<file path="src/rtl/dmem_arbiter_if.sv">
// Signal bundle between the data-memory arbiter, its two requesters and the memory.
// The master view is the arbiter; the slave view is everything around it.
interface dmem_arbiter_if #(
   parameter int DATA_W = 32,
   parameter int ADDR_W = 32
);
   logic              pipe_MemRead;
   logic              pipe_MemWrite;
   logic [ADDR_W-1:0] pipe_addr;
   logic [DATA_W-1:0] pipe_wr_data;
   logic [DATA_W-1:0] pipe_rd_data;
   logic              pipe_stall;

   logic              dbg_valid;
   logic              dbg_ready;
   logic              dbg_we;
   logic [ADDR_W-1:0] dbg_addr;
   logic [DATA_W-1:0] dbg_wdata;
   logic [DATA_W-1:0] dbg_rdata;
   logic              dbg_rvalid;

   logic              mem_req;
   logic              mem_we;
   logic [ADDR_W-1:0] mem_addr;
   logic [DATA_W-1:0] mem_wdata;
   logic [DATA_W-1:0] mem_rdata;
   logic              mem_ack;

   modport master (
      input  pipe_MemRead, pipe_MemWrite, pipe_addr, pipe_wr_data,
      output pipe_rd_data, pipe_stall,
      input  dbg_valid, dbg_we, dbg_addr, dbg_wdata,
      output dbg_ready, dbg_rdata, dbg_rvalid,
      output mem_req, mem_we, mem_addr, mem_wdata,
      input  mem_rdata, mem_ack
   );

   modport slave (
      output pipe_MemRead, pipe_MemWrite, pipe_addr, pipe_wr_data,
      input  pipe_rd_data, pipe_stall,
      output dbg_valid, dbg_we, dbg_addr, dbg_wdata,
      input  dbg_ready, dbg_rdata, dbg_rvalid,
      input  mem_req, mem_we, mem_addr, mem_wdata,
      output mem_rdata, mem_ack
   );
endinterface

</file>
<file path="src/rtl/dmem_arbiter.sv">
// Single-port data memory arbiter: pipeline MEM stage has priority, the debug port
// is guaranteed a grant after STARVE_MAX consecutive pipeline grants while it waits.
module dmem_arbiter #(
   parameter int DATA_W     = 32,
   parameter int ADDR_W     = 32,
   parameter int STARVE_MAX = 4,
   parameter int CNT_W      = 3
) (
   input  logic            clk,
   input  logic            rst,
   dmem_arbiter_if.master  bus
);

   typedef enum logic [1:0] {
      IDLE   = 2'd0,
      BUSY_A = 2'd1,
      BUSY_B = 2'd2
   } state_t;

   localparam logic [CNT_W-1:0] CNT_MAX = CNT_W'(STARVE_MAX);

   state_t            state, state_n;
   logic [CNT_W-1:0]  cnt;
   logic              lat_we;
   logic [ADDR_W-1:0] lat_addr;
   logic [DATA_W-1:0] lat_wdata;
   logic [DATA_W-1:0] dbg_rdata_q;
   logic              dbg_rvalid_q;

   logic pipe_req;
   logic sel_b;
   logic grant_a;
   logic grant_b;
   logic done_a;
   logic done_b;

   assign pipe_req = bus.pipe_MemRead | bus.pipe_MemWrite;
   assign sel_b    = bus.dbg_valid & (~pipe_req | (cnt == CNT_MAX));
   assign done_a   = (state == BUSY_A) & bus.mem_ack;
   assign done_b   = (state == BUSY_B) & bus.mem_ack;

   // NOTE: every output of this block gets a default first, so no path can infer a latch.
   always_comb begin
      state_n = state;
      grant_a = 1'b0;
      grant_b = 1'b0;
      unique case (state)
         IDLE: begin
            // Grants are suppressed while reset is held so nothing is accepted and lost.
            if (!rst) begin
               if (sel_b) begin
                  grant_b = 1'b1;
                  state_n = BUSY_B;
               end else if (pipe_req) begin
                  grant_a = 1'b1;
                  state_n = BUSY_A;
               end
            end
         end
         BUSY_A:  if (bus.mem_ack) state_n = IDLE;
         BUSY_B:  if (bus.mem_ack) state_n = IDLE;
         default: state_n = IDLE;
      endcase
   end

   // NOTE: sequential state uses non-blocking assignments so every register samples pre-edge values.
   always_ff @(posedge clk or posedge rst) begin
      if (rst) begin
         state <= IDLE;
      end else begin
         state <= state_n;
      end
   end

   always_ff @(posedge clk or posedge rst) begin
      if (rst) begin
         lat_we    <= 1'b0;
         lat_addr  <= '0;
         lat_wdata <= '0;
      end else if (grant_b) begin
         lat_we    <= bus.dbg_we;
         lat_addr  <= bus.dbg_addr;
         lat_wdata <= bus.dbg_wdata;
      end else if (grant_a) begin
         lat_we    <= bus.pipe_MemWrite;
         lat_addr  <= bus.pipe_addr;
         lat_wdata <= bus.pipe_wr_data;
      end
   end

   // Starvation counter: counts pipeline grants taken over a waiting debug request.
   always_ff @(posedge clk or posedge rst) begin
      if (rst) begin
         cnt <= '0;
      end else if (grant_b) begin
         cnt <= '0;
      end else if (grant_a && bus.dbg_valid) begin
         if (cnt != CNT_MAX) cnt <= cnt + 1'b1;
      end else if ((state == IDLE) && !bus.dbg_valid) begin
         cnt <= '0;
      end
   end

   always_ff @(posedge clk or posedge rst) begin
      if (rst) begin
         dbg_rdata_q  <= '0;
         dbg_rvalid_q <= 1'b0;
      end else begin
         dbg_rvalid_q <= done_b;
         if (done_b && !lat_we) dbg_rdata_q <= bus.mem_rdata;
      end
   end

   assign bus.mem_req      = (state != IDLE);
   assign bus.mem_we       = lat_we;
   assign bus.mem_addr     = lat_addr;
   assign bus.mem_wdata    = lat_wdata;

   assign bus.pipe_stall   = pipe_req & ~done_a;
   assign bus.pipe_rd_data = done_a ? bus.mem_rdata : '0;

   assign bus.dbg_ready    = grant_b;
   assign bus.dbg_rdata    = dbg_rdata_q;
   assign bus.dbg_rvalid   = dbg_rvalid_q;

endmodule

</file>
<file path="src/flat_wrapper.sv">
// flat-port wrapper written by rule: the top's interface ports become plain ports
module dmem_arbiter_flat 
#(
   parameter int DATA_W     = 32,
   parameter int ADDR_W     = 32,
   parameter int STARVE_MAX = 4,
   parameter int CNT_W      = 3
)
  (clk, rst, bus_pipe_MemRead, bus_pipe_MemWrite, bus_pipe_addr, bus_pipe_wr_data, bus_pipe_rd_data, bus_pipe_stall, bus_dbg_valid, bus_dbg_we, bus_dbg_addr, bus_dbg_wdata, bus_dbg_ready, bus_dbg_rdata, bus_dbg_rvalid, bus_mem_req, bus_mem_we, bus_mem_addr, bus_mem_wdata, bus_mem_rdata, bus_mem_ack);
  dmem_arbiter_if #(.DATA_W(DATA_W), .ADDR_W(ADDR_W)) bus_i ();
  input  logic clk;
  input  logic rst;
  input wire logic [$bits(bus_i.pipe_MemRead)-1:0] bus_pipe_MemRead;
  input wire logic [$bits(bus_i.pipe_MemWrite)-1:0] bus_pipe_MemWrite;
  input wire logic [$bits(bus_i.pipe_addr)-1:0] bus_pipe_addr;
  input wire logic [$bits(bus_i.pipe_wr_data)-1:0] bus_pipe_wr_data;
  output wire logic [$bits(bus_i.pipe_rd_data)-1:0] bus_pipe_rd_data;
  output wire logic [$bits(bus_i.pipe_stall)-1:0] bus_pipe_stall;
  input wire logic [$bits(bus_i.dbg_valid)-1:0] bus_dbg_valid;
  input wire logic [$bits(bus_i.dbg_we)-1:0] bus_dbg_we;
  input wire logic [$bits(bus_i.dbg_addr)-1:0] bus_dbg_addr;
  input wire logic [$bits(bus_i.dbg_wdata)-1:0] bus_dbg_wdata;
  output wire logic [$bits(bus_i.dbg_ready)-1:0] bus_dbg_ready;
  output wire logic [$bits(bus_i.dbg_rdata)-1:0] bus_dbg_rdata;
  output wire logic [$bits(bus_i.dbg_rvalid)-1:0] bus_dbg_rvalid;
  output wire logic [$bits(bus_i.mem_req)-1:0] bus_mem_req;
  output wire logic [$bits(bus_i.mem_we)-1:0] bus_mem_we;
  output wire logic [$bits(bus_i.mem_addr)-1:0] bus_mem_addr;
  output wire logic [$bits(bus_i.mem_wdata)-1:0] bus_mem_wdata;
  input wire logic [$bits(bus_i.mem_rdata)-1:0] bus_mem_rdata;
  input wire logic [$bits(bus_i.mem_ack)-1:0] bus_mem_ack;
  assign bus_i.pipe_MemRead = bus_pipe_MemRead;
  assign bus_i.pipe_MemWrite = bus_pipe_MemWrite;
  assign bus_i.pipe_addr = bus_pipe_addr;
  assign bus_i.pipe_wr_data = bus_pipe_wr_data;
  assign bus_pipe_rd_data = bus_i.pipe_rd_data;
  assign bus_pipe_stall = bus_i.pipe_stall;
  assign bus_i.dbg_valid = bus_dbg_valid;
  assign bus_i.dbg_we = bus_dbg_we;
  assign bus_i.dbg_addr = bus_dbg_addr;
  assign bus_i.dbg_wdata = bus_dbg_wdata;
  assign bus_dbg_ready = bus_i.dbg_ready;
  assign bus_dbg_rdata = bus_i.dbg_rdata;
  assign bus_dbg_rvalid = bus_i.dbg_rvalid;
  assign bus_mem_req = bus_i.mem_req;
  assign bus_mem_we = bus_i.mem_we;
  assign bus_mem_addr = bus_i.mem_addr;
  assign bus_mem_wdata = bus_i.mem_wdata;
  assign bus_i.mem_rdata = bus_mem_rdata;
  assign bus_i.mem_ack = bus_mem_ack;
  dmem_arbiter #(.DATA_W(DATA_W), .ADDR_W(ADDR_W), .STARVE_MAX(STARVE_MAX), .CNT_W(CNT_W)) u_core (.clk(clk), .rst(rst), .bus(bus_i));
endmodule
</file>
<file path="config.mk">
export PLATFORM = sky130hd
export DESIGN_NAME = dmem_arbiter_flat
export DESIGN_NICKNAME = d
export VERILOG_FILES = /design/src/rtl/dmem_arbiter_if.sv /design/src/rtl/dmem_arbiter.sv /design/src/flat_wrapper.sv
export SDC_FILE = /design/constraint.sdc
export NUM_CORES = 1
export LEC_CHECK = 0
export BUFFER_PORTS_ARGS = -buffer_cell sky130_fd_sc_hd__buf_2
export CORE_AREA = 2 2 116 118
export DETAILED_ROUTE_END_ITERATION = 6
export DIE_AREA = 0 0 118 120
export PLACE_DENSITY = 0.77
export SYNTH_ARGS = -nofsm -noshare
export SYNTH_HDL_FRONTEND = slang
export SYNTH_SLANG_ARGS = --single-unit
</file>
<file path="constraint.sdc">
create_clock -name clk -period 2.8 [get_ports clk]
set_input_delay 0.28 -clock clk [delete_from_list [all_inputs] [get_ports clk]]
set_output_delay 0.28 -clock clk [all_outputs]
set_load 0.02 [all_outputs]
</file>
# After elaboration in Yosys (flattened, before gate mapping)
# Cells that the tools add are included.
# Widths: inputs -> output; s select.
[word_totals] ramBits=0 reg_bits=103 n_memories=0 latch_bits=0 wordCells=59 output_inout_bits=133 romBits=0
[op_classes] n_addsub=1 n_eq_ne=8 n_mul=0 order_cmp=0 shifts=0 n_reduce_logical=12 div_mod_pow=0 muxes=23 bitwise=8
[ops] op="$mux 32" n=5
[ops] op="$mux 3" n=4
[ops] op="$mux 1" n=9
[ops] op="$mux 2" n=4
[ops] op="$ne 3x3->1 const B" n=2
[ops] op="$and 1x1->1" n=4
[ops] op="$pmux 2 s2" n=1
[ops] op="$reduce_bool 2->1" n=2
[ops] op="$add 3x1->3 const B" n=1
[ops] op="$eq 3x3->1 const B" n=1
[ops] op="$logic_and 1x1->1" n=3
[ops] op="$ne 3x1->1 const B" n=1
[ops] op="$reduce_and 3->1" n=1
[ops] op="$reduce_bool 3->1" n=1
[ops] op="$eq 2x1->1 const B" n=1
[ops] op="$eq 2x2->1 const B" n=1
[ops] op="$logic_not 1->1" n=2
[ops] op="$logic_not 2->1" n=1
[ops] op="$ne 2x1->1 const B" n=1
[ops] op="$ne 2x2->1 const B" n=1
[ops] op="$not 1->1" n=2
[ops] op="$or 1x1->1" n=2
[ops] op="$reduce_and 2->1" n=1
[ops] op="$reduce_or 2->1" n=1

# Longest topological paths before layout
[depth] word_depth=10 mapped_depth=8 mapped_depth_nobuf=7

# Worst setup path after synthesis
# OpenSTA, ideal clock, no wires.
[synth_timing] path_kind="reg-to-reg" start="reg u_core.state[0]" end="reg u_core.lat_addr[0], in the netlist u_core.bus.mem_addr[0]" path_stages_with_launch=8 slack_ps=1185 setup_time_ps=118 period_less_slack_ps=1615 required_time_ps=2682 n_path_buf=1 t_arrival_ps=1496 path_cell_list="dfrtp_1 -> inv_1 -> ha_1 -> nand2b_1 -> a311o_1 -> buf_6 -> o22ai_2 -> nor2_1"
[synth_between] elab_chain_cells=3 elab_cells_between_ends=5
[synth_rtl] element="from (decl)" line_no="dmem_arbiter.sv:22" rtl="state_t state, state_n;"
[synth_rtl] element="from (signal assigned)" line_no="dmem_arbiter.sv:71" rtl="state <= state_n;"
[synth_rtl] element="$logic_not 2->1 *" line_no="dmem_arbiter.sv:47" rtl="unique case (state)"
[synth_rtl] element="$mux 1" line_no="dmem_arbiter.sv:47"
[synth_rtl] element="$mux 32 / $reduce_bool 2->1 (equally long branches)"
[synth_rtl] element="to (signal assigned)" line_no="dmem_arbiter.sv:82" rtl="lat_addr <= bus.dbg_addr;"
[synth_rtl] element="to (signal assigned)" line_no="dmem_arbiter.sv:86" rtl="lat_addr <= bus.pipe_addr;"
[synth_rtl] element="to (decl)" line_no="dmem_arbiter.sv:25" rtl="logic [ADDR_W-1:0] lat_addr;"
# Mark *: on every way between the ends. The rest lies on a longest branch, timed or not.
# A chain may end at the register's enable or synchronous reset.

# Worst setup path in the final report
[layout_timing] start="reg u_core.state[0]" end="out bus_dbg_ready"
[layout_between] elab_chain_cells=2
[layout_rtl] element="$logic_not 2->1" line_no="dmem_arbiter.sv:47"
[layout_rtl] element="$mux 1" line_no="dmem_arbiter.sv:47"
[layout_rtl] element="to (decl)" line_no="flat_wrapper.sv:23" rtl="output wire logic [$bits(bus_i.dbg_ready)-1:0] bus_dbg_ready;"
# Every way passes these cells.

==> insert_results.sql <==
INSERT INTO impl_metrics (metric_group, metric, value, unit) VALUES
('placed_design', 'postPlaceCellArea', '0.00658', 'mm^2'),
('floorplanning', 'core_area', '0.0130', 'mm^2'),
('finish', 'n_antenna_cell', '0', ''),
('floorplanning', 'rows', '42', ''),
('floorplanning', 'dieWidth', '118', 'um'),
('route', 'route.detailed.vias_per_inst', '4.87', ''),
('global_routing', 'globalRoute.totalOverflow', '0', ''),
('route', 'finalWirelength', '14300', 'um'),
('logic_synthesis', 'synth.net_count', '652', ''),
('logic_synthesis', 'synth_edf_count', '0', ''),
('timing', 'rel_slew_slack', '0.697', ''),
('timing', 'tightest_slew', '0.454', 'ns'),
('placed_design', 'place.port_buffers', '299', ''),
('route', 'route.vias.total', '4625', ''),
('timing', 'post_route_setup_tns', '0', 'ns'),
('clock_network', 'cts_repair_resize_count', '0', ''),
('clock_network', 'ctsLongestPathBuffers', '2', ''),
('finish', 'final_cells', '949', ''),
('timing', 'period_minus_slack', '2.56', 'ns'),
('clock_network', 'worst_skew_pair.late_latency', '0.34', 'ns'),
('setup_path', 'largest_fanout_on_the_critical_path', '25', ''),
('timing', 'finClkSkew', '0.00561', 'ns'),
('clock_network', 'cts_setup_buffers', '0', ''),
('route', 'drt-wirelength-per-cell', '15.1', 'um'),
('finish', 'fillerInstances', '1207', ''),
('clock_network', 'worst_setup_hold_path_clk_slew', '0.07', 'ns'),
('route', 'drt_pre_antenna_iters', '4', ''),
('timing', 'rsz0062_at_grt', 'no', ''),
('placed_design', 'globalplace.congestion', '0.797', ''),
('flow_run', 'maxCapViolations', '0', ''),
('clock_network', 'root_buffer', 'clkbuf_16', ''),
('power', 'finalPower', '0.00717', 'W'),
('finish', 'synthToLayoutAreaGrowth', '40.1', '%'),
('setup_path', 'setup_slack_on_the_worst_flop_to_flop_path', '0.57', 'ns'),
('timing', 'finish_stage_setup_viols', '0', ''),
('logic_synthesis', 'yosysWarnings', '0', ''),
('power', 'cellLeakagePower', '3.79', 'nW'),
('setup_path', 'endpoint_kind', 'output port', ''),
('placed_design', 'dp.cells', '932', ''),
('clock_network', 'htreeDepth', '3', ''),
('status', 'outcome', 'completed', ''),
('power', 'vdd.ir_drop.worst', '0.491', 'mV'),
('logic_synthesis', 'yosys_cell_types', '38', ''),
('logic_synthesis', 'post_synth_inst_count', '480', ''),
('global_routing', 'antenna_found_initial', '0', ''),
('logic_synthesis', 'summed_instance_area_of_the_synthesized_netlist', '0.00494', 'mm^2'),
('logic_synthesis', 'seq_area_frac_synth', '0.522', ''),
('global_routing', 'grt_pass1_wl', '22700', 'um'),
('timing', 'number_of_max_slew_violations_in_the_final_report', '0', ''),
('logic_synthesis', 'yosys_most_used_dff', 'dfrtp_1', ''),
('clock_network', 'clock_tree_from_tritoncts', 'yes', ''),
('logic_synthesis', 'synth_async_reset_ratio', '1.00', ''),
('floorplanning', 'ioPinCount', '300', ''),
('finish', 'layout_commonest_cell', 'buf_2', ''),
('setup_path', 'timing_worst_setup_path_type', 'flop to output port', ''),
('finish', 'final_layout_size_suffix_gt1_frac', '0.497', ''),
('setup_path', 'arrival_worst_endpoint', '2.28', 'ns'),
('floorplanning', 'dieArea', '0.0142', 'mm^2'),
('global_routing', 'grt_max_degree', '72', ''),
('setup_path', 'worst-endpoint-required', '2.52', 'ns'),
('finish', 'finish.instance_area', '0.00692', 'mm^2'),
('logic_synthesis', 'synthesized_area_per_cell', '10.3', 'um^2'),
('clock_network', 'cts.sink_count', '103', ''),
('route', 'route.detailed.drc', '0', ''),
('global_routing', 'first_global_vias', '4642', ''),
('timing', 'finalCritPeriodShare', '0.913', ''),
('finish', 'nNetsFinal', '940', ''),
('logic_synthesis', 'synth-seq-cells', '103', ''),
('setup_path', 'crit_path_start_kind', 'flop', ''),
('floorplanning', 'initial_utilization', '0.380', ''),
('global_routing', 'grt_util_all_layers', '0.202', ''),
('route', 'ant_nets_after_route', '0', ''),
('hold_path', 'hold_path.class', 'primary input to flop', ''),
('timing', 'achievable-frequency', '0.391', 'GHz'),
('floorplanning', 'die_y', '120', 'um'),
('placed_design', 'dp_hpwl', '10900', 'um'),
('clock_network', 'cts_made_buffers', '9', ''),
('finish', 'final_cell_mix', 'buf_2, dfrtp_1, nand2_1', ''),
('power', 'p_per_area', '1040', 'mW/mm^2'),
('route', 'first_iter_violations', '190', ''),
('timing', 'timing_hold_violations_final', '0', '');
[layout make-up]
class                      count  area [um^2]  area share
sequential                   103         2580       0.373
tap                          176          220      0.0318
timing repair buffer         310         1630       0.236
inverter                       9         38.8     0.00561
clock inverter                 2         35.0     0.00507
clock buffer                  14          294      0.0425
multi-input combinational    335         2120       0.306
[registers in the layout (all words and copies together), names as in the netlist]
name and count:
u_core.bus.dbg_rdata 32, u_core.bus.mem_addr 32, u_core.bus.mem_wdata 32, u_core.cnt 3, u_core.state 2, u_core.bus.dbg_rvalid 1, u_core.bus.mem_we 1
[metrics by stage]
step | setup WS, ns | hold WS, ns | util
2_1_floorplan | 1.19 | 0.403 | -
3_3_place_gp | 0.607 | 0.343 | 0.507
3_5_place_dp | 0.508 | 0.345 | 0.507
4_1_cts | 0.189 | 0.133 | 0.533
5_1_grt | 0.0542 | 0.157 | 0.533
6_report | 0.245 | 0.147 | 0.533
[synth_stat cells, drive strengths merged (2+ instances only)]
library cell | n | area [um^2]
o211ai | 2 | 25.0
nand2 | 90 | 345
clkbuf | 8 | 30.0
mux2 | 32 | 473
buf | 25 | 181
nor3 | 2 | 15.0
a21oi | 2 | 10.0
nor2 | 87 | 329
and3 | 32 | 200
o21ai | 4 | 20.0
a31oi | 41 | 257
dfrtp | 103 | 2580
o22ai | 22 | 250
a22o | 2 | 17.5
nand2b | 2 | 12.5
ha | 5 | 62.6
inv | 8 | 30.0
[worst max-delay path, cell delays in order (launching register included)]
cell and delay, ns:
dfrtp_1 0.40, inv_1 0.08, ha_1 0.27, and3b_2 0.27, nand2_4 0.26, clkinv_2 0.37
buf_2 0.28
[path summary, 6_finish.rpt]
path                                          start                        to  depth (start not counted)
setup / recovery                    u_core.state[0]             bus_dbg_ready                          6
hold / removal                    bus_dbg_wdata[31]  u_core.bus.mem_wdata[31]                          3
setup reg to reg                    u_core.state[0]   u_core.bus.mem_addr[20]                          8
hold reg to reg            u_core.bus.dbg_rdata[11]  u_core.bus.dbg_rdata[11]                          1
max in group asynchronous                       rst  u_core.bus.mem_wdata[13]                          4
min in group asynchronous                       rst         u_core.bus.mem_we                          3
[where the power goes]
part           total (W)  leakage, nW  internal, W  switching, W
clock network    0.00135        0.165     0.000814      0.000532
logic            0.00328         2.41      0.00131       0.00197
registers        0.00255         1.21      0.00217      0.000379
[cell families after synthesis]
kind of cell	synth area share
buffers and inverters	0.0499
adder cells (fa/ha/maj)	0.0127
multiplexers	0.0958
flip-flops	0.522
AND/OR/NAND/NOR	0.191
AO/OA/AOI/OAI	0.128
[timing repair]
item,CTS,global route
endpoints found under the setup margin,0,0
endpoints found under the hold margin,17,0
hold buffers,1,0
[metal layers]
layer,wire (um),vias up,share of wire,global-route usage
li1,-,2218,-,-
met1,5840,2208,0.41,0.239
met4,179,0,0.013,0.0527
met2,7230,183,0.51,0.359
met3,1050,16,0.074,0.0599
met5,0,-,0,0
Note: power is estimated with default switching activity, not from simulation.
